## src/rtl/ddr_word_tx.sv

```systemverilog
// rtl/ddr_word_tx.sv - MSB-first word serializer driving two bits per clock on a dual-edge line.
// Optional even-parity trailer cycle when DDR_TX_PARITY_EN is defined.
module ddr_word_tx #(
  parameter int WORD_W = 16
) (
  input  logic              clk,
  input  logic              rst,
  input  logic [WORD_W-1:0] in_data,
  input  logic              in_valid,
  output logic              in_ready,
  output logic              dout,
  output logic              frame,
  output logic              busy
);

  localparam int NPAIR = WORD_W / 2;
  localparam int CNT_W = (NPAIR > 1) ? $clog2(NPAIR) : 1;
  localparam logic [CNT_W-1:0] CNT_LAST = CNT_W'(NPAIR - 1);
  localparam logic [CNT_W-1:0] CNT_ONE  = CNT_W'(1);

`ifdef DDR_TX_PARITY_EN
  typedef enum logic [1:0] {
    ST_IDLE  = 2'd0,
    ST_SHIFT = 2'd1,
    ST_PAR   = 2'd2
  } state_t;
`else
  typedef enum logic [1:0] {
    ST_IDLE  = 2'd0,
    ST_SHIFT = 2'd1
  } state_t;
`endif

  state_t            state_q, state_d;
  logic [CNT_W-1:0]  cnt_q, cnt_d;
  logic [WORD_W-1:0] sr_q, sr_d;
  logic              hi_q, hi_d;
  logic              lo_q, lo_d;
  logic              frame_q, frame_d;
  logic              last_cycle;
  logic              accept;
`ifdef DDR_TX_PARITY_EN
  logic              par_q, par_d;
`endif

  always_comb begin
    last_cycle = 1'b0;
`ifdef DDR_TX_PARITY_EN
    last_cycle = (state_q == ST_PAR);
`else
    last_cycle = (state_q == ST_SHIFT) && (cnt_q == CNT_LAST);
`endif
  end

  // in_ready is held low for the whole time rst is asserted, not just after the edge.
  assign in_ready = !rst && ((state_q == ST_IDLE) || last_cycle);
  assign accept   = in_valid && in_ready;

  always_comb begin
    state_d = state_q;
    cnt_d   = cnt_q;
    sr_d    = sr_q;
    hi_d    = 1'b0;
    lo_d    = 1'b0;
    frame_d = 1'b0;
`ifdef DDR_TX_PARITY_EN
    par_d   = par_q;
`endif
    case (state_q)
      ST_IDLE: begin
        state_d = ST_IDLE;
      end
      ST_SHIFT: begin
        hi_d    = sr_q[WORD_W-1];
        lo_d    = sr_q[WORD_W-2];
        frame_d = 1'b1;
        sr_d    = {sr_q[WORD_W-3:0], 2'b00};
        if (cnt_q == CNT_LAST) begin
          cnt_d = '0;
`ifdef DDR_TX_PARITY_EN
          state_d = ST_PAR;
`else
          state_d = ST_IDLE;
`endif
        end else begin
          cnt_d = cnt_q + CNT_ONE;
        end
      end
`ifdef DDR_TX_PARITY_EN
      ST_PAR: begin
        hi_d    = par_q;
        lo_d    = ~par_q;
        frame_d = 1'b1;
        state_d = ST_IDLE;
      end
`endif
      default: begin
        state_d = ST_IDLE;
        cnt_d   = '0;
      end
    endcase

    // A word taken in the last frame cycle overrides the return to idle.
    if (accept) begin
      sr_d    = in_data;
      cnt_d   = '0;
      state_d = ST_SHIFT;
`ifdef DDR_TX_PARITY_EN
      par_d   = ^in_data;
`endif
    end
  end

  always_ff @(posedge clk or posedge rst) begin
    if (rst) begin
      state_q <= ST_IDLE;
      cnt_q   <= '0;
      sr_q    <= '0;
      hi_q    <= 1'b0;
      lo_q    <= 1'b0;
      frame_q <= 1'b0;
`ifdef DDR_TX_PARITY_EN
      par_q   <= 1'b0;
`endif
    end else begin
      state_q <= state_d;
      cnt_q   <= cnt_d;
      sr_q    <= sr_d;
      hi_q    <= hi_d;
      lo_q    <= lo_d;
      frame_q <= frame_d;
`ifdef DDR_TX_PARITY_EN
      par_q   <= par_d;
`endif
    end
  end

  // Both mux inputs are flops, so the only transitions on dout follow clk edges.
  assign dout  = clk ? hi_q : lo_q;
  assign frame = frame_q;
  assign busy  = (state_q != ST_IDLE);

endmodule

```

## config.mk

```make
export PLATFORM = sky130hd
export DESIGN_NAME = ddr_word_tx
export DESIGN_NICKNAME = d
export VERILOG_FILES = /design/src/rtl/ddr_word_tx.sv
export SDC_FILE = /design/constraint.sdc
export NUM_CORES = 1
export LEC_CHECK = 0
export ABC_AREA = 1
export BUFFER_PORTS_ARGS = -buffer_cell sky130_fd_sc_hd__buf_2
export CORE_MARGIN = 5
export CORE_UTILIZATION = 47
export DETAILED_ROUTE_END_ITERATION = 8
export GPL_TIMING_DRIVEN = 0
export PLACE_DENSITY = 0.73
export SYNTH_ARGS = -nofsm -noshare
export SYNTH_HDL_FRONTEND = slang
export SYNTH_SLANG_ARGS = --single-unit
```

## constraint.sdc

```tcl
create_clock -name clk -period 1.7 [get_ports clk]
set_clock_uncertainty 0.2 [all_clocks]
set_input_delay 0.085 -clock clk [delete_from_list [all_inputs] [get_ports clk]]
set_output_delay 0.085 -clock clk [all_outputs]
set_load 0.02 [all_outputs]
```

==> run metrics, run 1 <==
status finished, violations left; failing checks hold timing, setup timing; core area 2233 µm²; Worst R2R Setup Slack 0.02 ns; sw power 912.8 µW; Hold Buf Count CTS 17; Antenna Nets Post-Route 0; top fanout value on the critical path 2; first-pass GRT wire length 4.588 mm; Tcrit/Tclk final 1.034; drt total wl 3.101 mm; final setup TNS -0.05780 ns; Port Buffer Count 21; crit-path most repeated cell ha_4; Ports 23; DIE WIDTH 58.65 µm; register area share after synthesis 0.5174; Area growth, synth to finish 46.12%; HP Class in -> async; final-report setup violation count 1; vias in the first global route 1042; PnR Total Power 2327 µW; drt initial violations 58; cells along the critical path ha_4 -> ha_4 -> inv_2 -> a21oi_4 -> buf_6; clock network power share 0.182; Die H 58.65 µm; # nets final 191; FFs w/ async S/R, synth 1.000; placement-stage cell area 1252 µm²; Synth warnings 0; maximum vdd drop 0.9567 mV; Filler cells 176; multiplexer share of the synthesized area 0.01012; routed len/inst 15.74 µm; Placer Congestion 0.8430; CP Class reg -> out; r2r startpoint cnt_q[1]; # rows 17; Comb pwr share 0.427; Vias 1130; drt first pass iters 4; register bit total from synthesis 23; Hold WS -0.2948 ns; post-synthesis cell type with the largest combined area dfrtp_1; Int Pwr 1414 µW; Post-synth EDFFs 0; switch share 0.3923; Worst Path Required 1.41 ns; footprint of the multi-input gates 494.2 µm²; Worst Tran Pin Value 1.028 ns; ant diodes 0; slowest cell on the critical path dfrtp_1; All-Layer GR Usage 0.1824; mapped cell area 1112 µm²; FF/Latch Area 575.6 µm²; Setup crit start kind flip-flop; non-filler cells, final 197; simple-gate share of the synthesized area 0.3375; Synth cell types 14; Top FF cell, synth dfrtp_1; Final Hold Vio Count 26; initial antenna violation count 0; final non-filler cell area 1625 µm²; top-area cell type share of the netlist area 0.5174; compound-gate portion of the synthesized area 0.01912; Post-Synth Adder-Cell Area 0.02250; CP Data Arrival Time 1.47 ns; Starting Density 0.4980; FMAX 0.5689 GHz; Overflow after GRT 0; Synth top cells by count nand3_1, dfrtp_1, nand2_1, buf_6, inv_1; Cells after Synth 116; synth top area cells dfrtp_1, nand3_1, buf_6; clock latency on the worst-skew pair 0.43 ns; layout cells sized above 1 0.3254; Worst-path clk slew 0.14 ns; pwr dens 1432 nW/µm²; hpwl dp 1.692 mm; CTS tree done; standby leakage power 0.0007941 µW; Slew HR 0.3140; top-count cell post-synth nand3_1; Post-route DRC 0; xor/xnor cell area share of the yosys netlist 0; RSZ-0062 raised after global routing yes; crit end category primary output; largest family of logic cells by synthesized area simple AND/OR/NAND/NOR gates; Reg power frac 0.391; die area 3440 µm²; Slew Viols, Final 0; worst reg2reg endpoint sr_q[8]; placed insts 165; worst setup margin -0.05780 ns; Final min period 1.758 ns; Max Cap Viol 0; peak per-stage delay on the critical path 0.42 ns; largest net degree at the start of global routing 25; DR vias/cell 5.736; post-synthesis net count 137; Mean Syn Cell Area 9.589 µm²; R2R depth 8
sequential cells by signal, summed over array words and instances (netlist names):
register / cells
state_q: 1
cnt_q: 3
sr_q: 16
hi_q: 1
lo_q: 1
frame: 1
through the flow:
| stage | worst slack, ns | utilization |
|---|---|---|
| 5_1_grt | -0.1275 | 0.7277 |
| 3_3_place_gp | -0.2344 | 0.5608 |
| 2_1_floorplan | 0.1170 | - |
| 6_report | -0.05780 | 0.7277 |
| 4_1_cts | -0.07815 | 0.6711 |
| 3_5_place_dp | -0.2815 | 0.5608 |
what timing repair did:
action                                 CTS  global route
setup buffers                            3             3
cloned                                   0             4
endpoints found under the hold margin   41            26
gates resized for setup                  7            17
pin swaps                                1             3
setup endpoints to repair               18            19
placed cells by master (no fill, tap or decap):
| master | Yosys | final |
|---|---|---|
| nand3_1 | 65 | 62 |
| dfrtp_1 | 23 | 23 |
| buf_2 | 0 | 19 |
| dlygate4sd3_1 | 0 | 17 |
| buf_6 | 5 | 14 |
| nand2_1 | 7 | 7 |
| clkbuf_4 | 0 | 5 |
| buf_4 | 3 | 4 |
| inv_1 | 4 | 3 |
| nand3_2 | 0 | 3 |
| nand3_4 | 1 | 2 |
| ha_4 | 0 | 2 |
| inv_2 | 0 | 1 |
| nand2_2 | 1 | 1 |
| inv_4 | 1 | 1 |
| a21oi_4 | 1 | 1 |
| clkbuf_1 | 1 | 1 |
| mux2_4 | 0 | 1 |
| o21ai_0 | 1 | 1 |
| clkinv_2 | 0 | 1 |
critical path: cells and delay by family (launching register included):
kind | cells | cell delay [ns]
DFF | 1 | 0.42
adders and majority gates | 2 | 0.28
buffers and inverters | 2 | 0.18
AOI/OAI and AO/OA | 1 | 0.17
layer usage:
metal | vias up | track usage | wire, µm
li1 | 518 | - | -
met1 | 538 | 0.2188 | 1202
met2 | 62 | 0.2982 | 1574
met3 | 12 | 0.04167 | 234
met4 | 0 | 0.1068 | 90
met5 | - | 0 | 0
kinds of logic after synthesis:
| kind of cell | count (synthesis) |
|---|---|
| flip-flops | 23 |
| adder cells (fa/ha/maj) | 2 |
| AO/OA/AOI/OAI | 2 |
| AND/OR/NAND/NOR | 74 |
| multiplexers | 1 |
| buffers and inverters | 14 |
worst max path at each step:
stage / start / cells past startpoint / slack (ns) / endpoint
after floorplan: cnt_q[0] / 8 / 0.12 / sr_q[3]
after global placement: rst / 6 / -0.23 / sr_q[9]
after detailed placement: rst / 6 / -0.28 / sr_q[8]
after CTS: cnt_q[0] / 5 / -0.08 / in_ready
after global routing: cnt_q[1] / 5 / -0.13 / in_ready
final: cnt_q[1] / 5 / -0.06 / in_ready
power groups by stage:
| stage | Combinational [µW] | Clock, µW | Sequential, µW |
|---|---|---|---|
| after global routing | 1100 | 459 | 932 |
| after detailed placement | 766 | 54.7 | 902 |
| after CTS | 847 | 428 | 888 |
| final | 995 | 423 | 910 |
| after floorplan | 563 | 43.3 | 898 |
| after global placement | 746 | 54.7 | 890 |
area by class of cell:
class,count,area share
Timing Repair Buffer,46,0.2279
Clock inverter,1,0.003079
Inverter,5,0.01309
Clock buffer,6,0.03002
Buffer,8,0.04619
Sequential cell,23,0.3541
Tap cell,28,0.02156
Multi-Input combinational cell,80,0.3041
No activity file was read; power rests on OpenSTA's default activity.
==> inputs of run 2 (changes only) <==
--- a/config.mk
+++ b/config.mk
@@ -12,6 +12,7 @@
 export DETAILED_ROUTE_END_ITERATION = 8
 export GPL_TIMING_DRIVEN = 0
 export PLACE_DENSITY = 0.73
+export SLEW_MARGIN = 10
 export SYNTH_ARGS = -nofsm -noshare
 export SYNTH_HDL_FRONTEND = slang
 export SYNTH_SLANG_ARGS = --single-unit
==> constraint.sdc (replaced) <==
create_clock -name clk -period 1.7 [get_ports clk]
set_clock_uncertainty 0.2 [all_clocks]
set_input_delay 0.51 -clock clk [delete_from_list [all_inputs] [get_ports clk]]
set_output_delay 0.51 -clock clk [all_outputs]
set_load 0.02 [all_outputs]
==> run 2 against run 1 <==
The run ends with setup timing left; clock-buffer cell count is 1 higher; global-route usage is 0.96 points lower; critical path depth stayed put; total power is 15% higher; core utilization is 4.0 points higher; die area stayed put; critical endpoint unchanged; largest cell class is now multi-input gates; largest power group unchanged.
==> run metrics, run 2 (synthesis results as in run 1) <==
status finished, violations left; failing checks setup timing; Core Util, Final 0.7681; crit end category primary output; peak per-stage delay on the critical path 0.39 ns; Slew HR 0.6299; footprint of the multi-input gates 691.9 µm²; cells along the critical path ha_2 -> ha_4 -> inv_2 -> a21oi_4 -> buf_6; drt first pass iters 4; vias in the first global route 1003; slowest cell on the critical path dfrtp_1; die area 3440 µm²; layout cells sized above 1 0.6329; hpwl dp 1.623 mm; pwr dens 1553 nW/µm²; RSZ-0062 raised after global routing yes; first-pass GRT wire length 4.353 mm; routed len/inst 17.61 µm; standby leakage power 0.0008353 µW; Reg with most FFs sr_q; # rows 17; Hold WS 0.1087 ns; Die H 58.65 µm; All-Layer GR Usage 0.1727; placement-stage cell area 1260 µm²; switch share 0.4075; ant diodes 0; Port Buffer Count 21; Worst-path clk slew 0.13 ns; Regs by FF count sr_q: 16 flops, cnt_q: 3 flops; Starting Density 0.4980; Final Hold Vio Count 0; # nets final 180; CP Class reg -> out; FF/Latch Area 576.8 µm²; drt total wl 3.276 mm; FMAX 0.4568 GHz; maximum vdd drop 1.229 mV; HP Class in -> reg; Overflow after GRT 0; Setup crit start kind flip-flop; Antenna Nets Post-Route 0; worst setup margin -0.4894 ns; clock network power share 0.158; initial antenna violation count 0; flip-flop count of the largest register after layout 16; drt initial violations 37; largest net degree at the start of global routing 26; DR vias/cell 5.871; final-report setup violation count 23; Comb pwr share 0.487; Post-route DRC 0; most common cell after layout, fill and taps aside nand3_2; clock latency on the worst-skew pair 0.42 ns; Vias 1092; CTS tree done; Int Pwr 1578 µW; CP Data Arrival Time 1.48 ns; Worst Path Required 0.99 ns; commonest non-fill, non-tap cells in the layout nand3_2, nand3_1, dfrtp_1; Filler cells 149; Slew Viols, Final 0; Reg power frac 0.355; Tcrit/Tclk final 1.288; Worst Tran Pin Value 0.5521 ns; core area 2233 µm²; Area growth, synth to finish 54.22%; final non-filler cell area 1715 µm²; Placer Congestion 0.8311; Max Cap Viol 0; sw power 1086 µW; final setup TNS -7.851 ns; Final min period 2.189 ns; Ports 23; DIE WIDTH 58.65 µm; post-placement worst setup slack -0.4203 ns; top fanout value on the critical path 2
[run 2: cell count changes in the layout (fill, tap and decap cells not counted), sizes merged]
| cell | delta |
|---|---|
| buf | +5 |
| clkinvlp | +2 |
| inv | -1 |
| dlygate4sd3 | -16 |
| clkinv | -1 |
[run 2: what timing repair did]
| item | in CTS | in global routing |
|---|---|---|
| buffers inserted | 7 | 3 |
| hold endpoints to repair | 23 | 23 |
| resized for setup | 12 | 55 |
| endpoints found under the setup margin | 7 | 22 |
| pin swaps | 2 | 9 |
| gates cloned | 2 | 3 |
[run 2: worst max-delay path, delay by kind of cell (launching register included)]
kind | cells | cell delay (ns)
AOI/OAI and AO/OA | 1 | 0.16
adders and majority gates | 2 | 0.33
buffers and inverters | 2 | 0.18
DFF | 1 | 0.39
[run 2: path summary, 6_finish.rpt]
check                      depth (start not counted)         end  slack (ns)       start
hold reg to reg                                    2        hi_q        0.32    sr_q[15]
setup reg to reg                                   8    sr_q[13]       -0.08    cnt_q[0]
max in group asynchronous                          3     sr_q[0]        0.44         rst
min in group asynchronous                          3  state_q[0]        0.51         rst
hold / removal                                     3     sr_q[1]        0.11  in_data[1]
setup / recovery                                   5    in_ready       -0.49    cnt_q[0]
[run 2: cell type report]
type | count | area share
clock buffer | 7 | 0.03063
timing repair inverter | 1 | 0.002918
tap | 28 | 0.02042
sequential | 23 | 0.3362
timing repair buffer | 34 | 0.1481
inverter | 5 | 0.01459
buffer | 8 | 0.04376
multi-input combinational | 80 | 0.4034
[run 2: per-layer routing]
metal	part of all wire	up-vias	track usage
li1	-	499	-
met1	0.37	534	0.2050
met2	0.53	48	0.2695
met3	0.077	11	0.05702
met4	0.021	0	0.1068
met5	0	-	0
[run 2: metrics by stage]
stage                     power (µW)  instances
after floorplan                 1512        116
after global placement          1694        165
after detailed placement        1727        165
after CTS                       2227        179
after global routing            2838        186
final                           2664        186
[run 2: power by group through the flow]
stage	logic, µW	registers (µW)	clock network (µW)
6_report	1300	945	421
5_1_grt	1420	963	453
4_1_cts	913	886	427
3_5_place_dp	773	899	54.7
3_3_place_gp	749	891	54.7
2_1_floorplan	570	898	43.3
==> inputs of run 3 (changes only) <==
--- a/config.mk
+++ b/config.mk
@@ -8,10 +8,11 @@
 export ABC_AREA = 1
 export BUFFER_PORTS_ARGS = -buffer_cell sky130_fd_sc_hd__buf_2
 export CORE_MARGIN = 5
-export CORE_UTILIZATION = 47
+export CORE_UTILIZATION = 56
+export CTS_CLUSTER_DIAMETER = 120
 export DETAILED_ROUTE_END_ITERATION = 8
 export GPL_TIMING_DRIVEN = 0
-export PLACE_DENSITY = 0.73
+export PLACE_DENSITY = 0.81
 export SLEW_MARGIN = 10
 export SYNTH_ARGS = -nofsm -noshare
 export SYNTH_HDL_FRONTEND = slang
==> constraint.sdc (replaced) <==
create_clock -name clk -period 2.67 [get_ports clk]
set_clock_uncertainty 0.2 [all_clocks]
set_input_delay 0.801 -clock clk [delete_from_list [all_inputs] [get_ports clk]]
set_output_delay 0.801 -clock clk [all_outputs]
set_load 0.02 [all_outputs]
==> run 3 against run 2 <==
The run still ends with setup timing left; clock power decreased by 32%; first-iteration DRC count increased by 5.4%; global-route usage increased by 2.7 points; register-to-register slack improved by 1.0 ns; critical path depth decreased by 2; die area decreased by 13%; sequential power decreased by 40%; via count decreased by 10%; non-clock buffer count decreased by 11; sequential cell count unchanged; largest power group is now registers; highest routed layer unchanged.
==> run metrics, run 3 (synthesis results as in run 1) <==
DR vias/cell 5.703; vias in the first global route 973; CTS tree done; Vias 981; die area 2977 µm²; Area growth, synth to finish 19.23%; first-pass GRT wire length 4.153 mm; PnR Total Power 1364 µW; layout cells sized above 1 0.2966; Ports 23; most common cell after layout, fill and taps aside nand3_1; final-report setup violation count 1; Final Hold Vio Count 0; Comb pwr share 0.376; hpwl dp 1.663 mm; # rows 16; Reg power frac 0.416; HP Class reg -> reg; sw power 517.9 µW; standby leakage power 0.0006814 µW; CP Class clk -> out; clock network power share 0.209; drt total wl 2.450 mm; commonest non-fill, non-tap cells in the layout nand3_1, dfrtp_1, buf_2; maximum vdd drop 0.6363 mV; routed len/inst 14.24 µm; final non-filler cell area 1326 µm²; # nets final 167; Regs by FF count sr_q: 16 flops, cnt_q: 3 flops; DIE WIDTH 54.57 µm; Slew HR 0.3759; Setup crit start kind clock port; Port Buffer Count 21; Worst-path clk slew 0.11 ns; clock latency on the worst-skew pair 0.43 ns; Post-route DRC 0; Filler cells 171; placement-stage cell area 1251 µm²; crit end category primary output; Antenna Nets Post-Route 0; drt first pass iters 4; Die H 54.57 µm; Slew Viols, Final 0; status finished, violations left; All-Layer GR Usage 0.1998; initial antenna violation count 0; top fanout value on the critical path 2; Core Util, Final 0.6901; RSZ-0062 raised after global routing yes; Int Pwr 846.5 µW; Overflow after GRT 0; ant diodes 0; Placer Congestion 0.8793; Worst Path Required 1.67 ns; drt initial violations 39; Starting Density 0.5788; worst setup margin -0.1795 ns; switch share 0.3796; Max Cap Viol 0; largest net degree at the start of global routing 25; pwr dens 1029 nW/µm²; failing checks setup timing; Reg with most FFs sr_q; Worst Tran Pin Value 0.9351 ns; final setup TNS -0.1795 ns; CP Data Arrival Time 1.85 ns; flip-flop count of the largest register after layout 16; core area 1922 µm²
[run 3: critical path: stages]
cell	delay, ns
buf_8	0.09
mux2_4	0.29
buf_6	0.13
[run 3: metrics by stage]
stage | hold WS, ns | cells | worst slack, ns
3_3_place_gp | 0.2458 | 164 | -0.05652
2_1_floorplan | 0.2338 | 116 | 0.02764
5_1_grt | 0.3187 | 172 | -0.1852
3_5_place_dp | 0.2638 | 164 | -0.05652
6_report | 0.2982 | 172 | -0.1795
4_1_cts | 0.2927 | 172 | -0.2029
[run 3: worst paths after layout]
path | cells past startpoint | from | endpoint | slack [ns]
max | 3 | clk | dout | -0.18
min | 2 | sr_q[15] | hi_q | 0.30
max reg2reg | 8 | cnt_q[0] | sr_q[14] | 0.92
min reg2reg | 2 | sr_q[15] | hi_q | 0.30
max in group asynchronous | 2 | rst | sr_q[14] | 1.30
min in group asynchronous | 2 | rst | sr_q[3] | 0.39
[run 3: timing repair]
action	in CTS	in global routing
resized for setup	5	1
pin swaps	1	0
hold buffers	0	0
cloned	0	0
setup buffers	3	0
endpoints found under the setup margin	2	1
[run 3: power groups by stage]
stage | combinational, µW | clock, µW | sequential (µW)
after floorplan | 358 | 27.5 | 572
after global placement | 468 | 34.8 | 567
after detailed placement | 491 | 34.8 | 573
after CTS | 515 | 283 | 565
after global routing | 576 | 304 | 582
final | 512 | 285 | 567
[run 3: metal layers]
| metal | track usage | part of all wire | up-vias |
|---|---|---|---|
| met5 | 0 | 0 | - |
| met2 | 0.3247 | 0.47 | 35 |
| met3 | 0.08719 | 0.076 | 6 |
| met1 | 0.2401 | 0.44 | 471 |
| li1 | - | - | 469 |
| met4 | 0.05394 | 0.011 | 0 |
[run 3: final cells by class]
class	instances	area [µm²]	area share
Buffer	8	75.07	0.05660
Multi-Input combinational cell	79	436.7	0.3292
Timing Repair Buffer	23	122.6	0.09245
Inverter	5	21.27	0.01604
Tap cell	27	33.78	0.02547
Clock buffer	6	56.30	0.04245
Sequential cell	23	575.6	0.4340
Clock inverter	1	5.005	0.003774
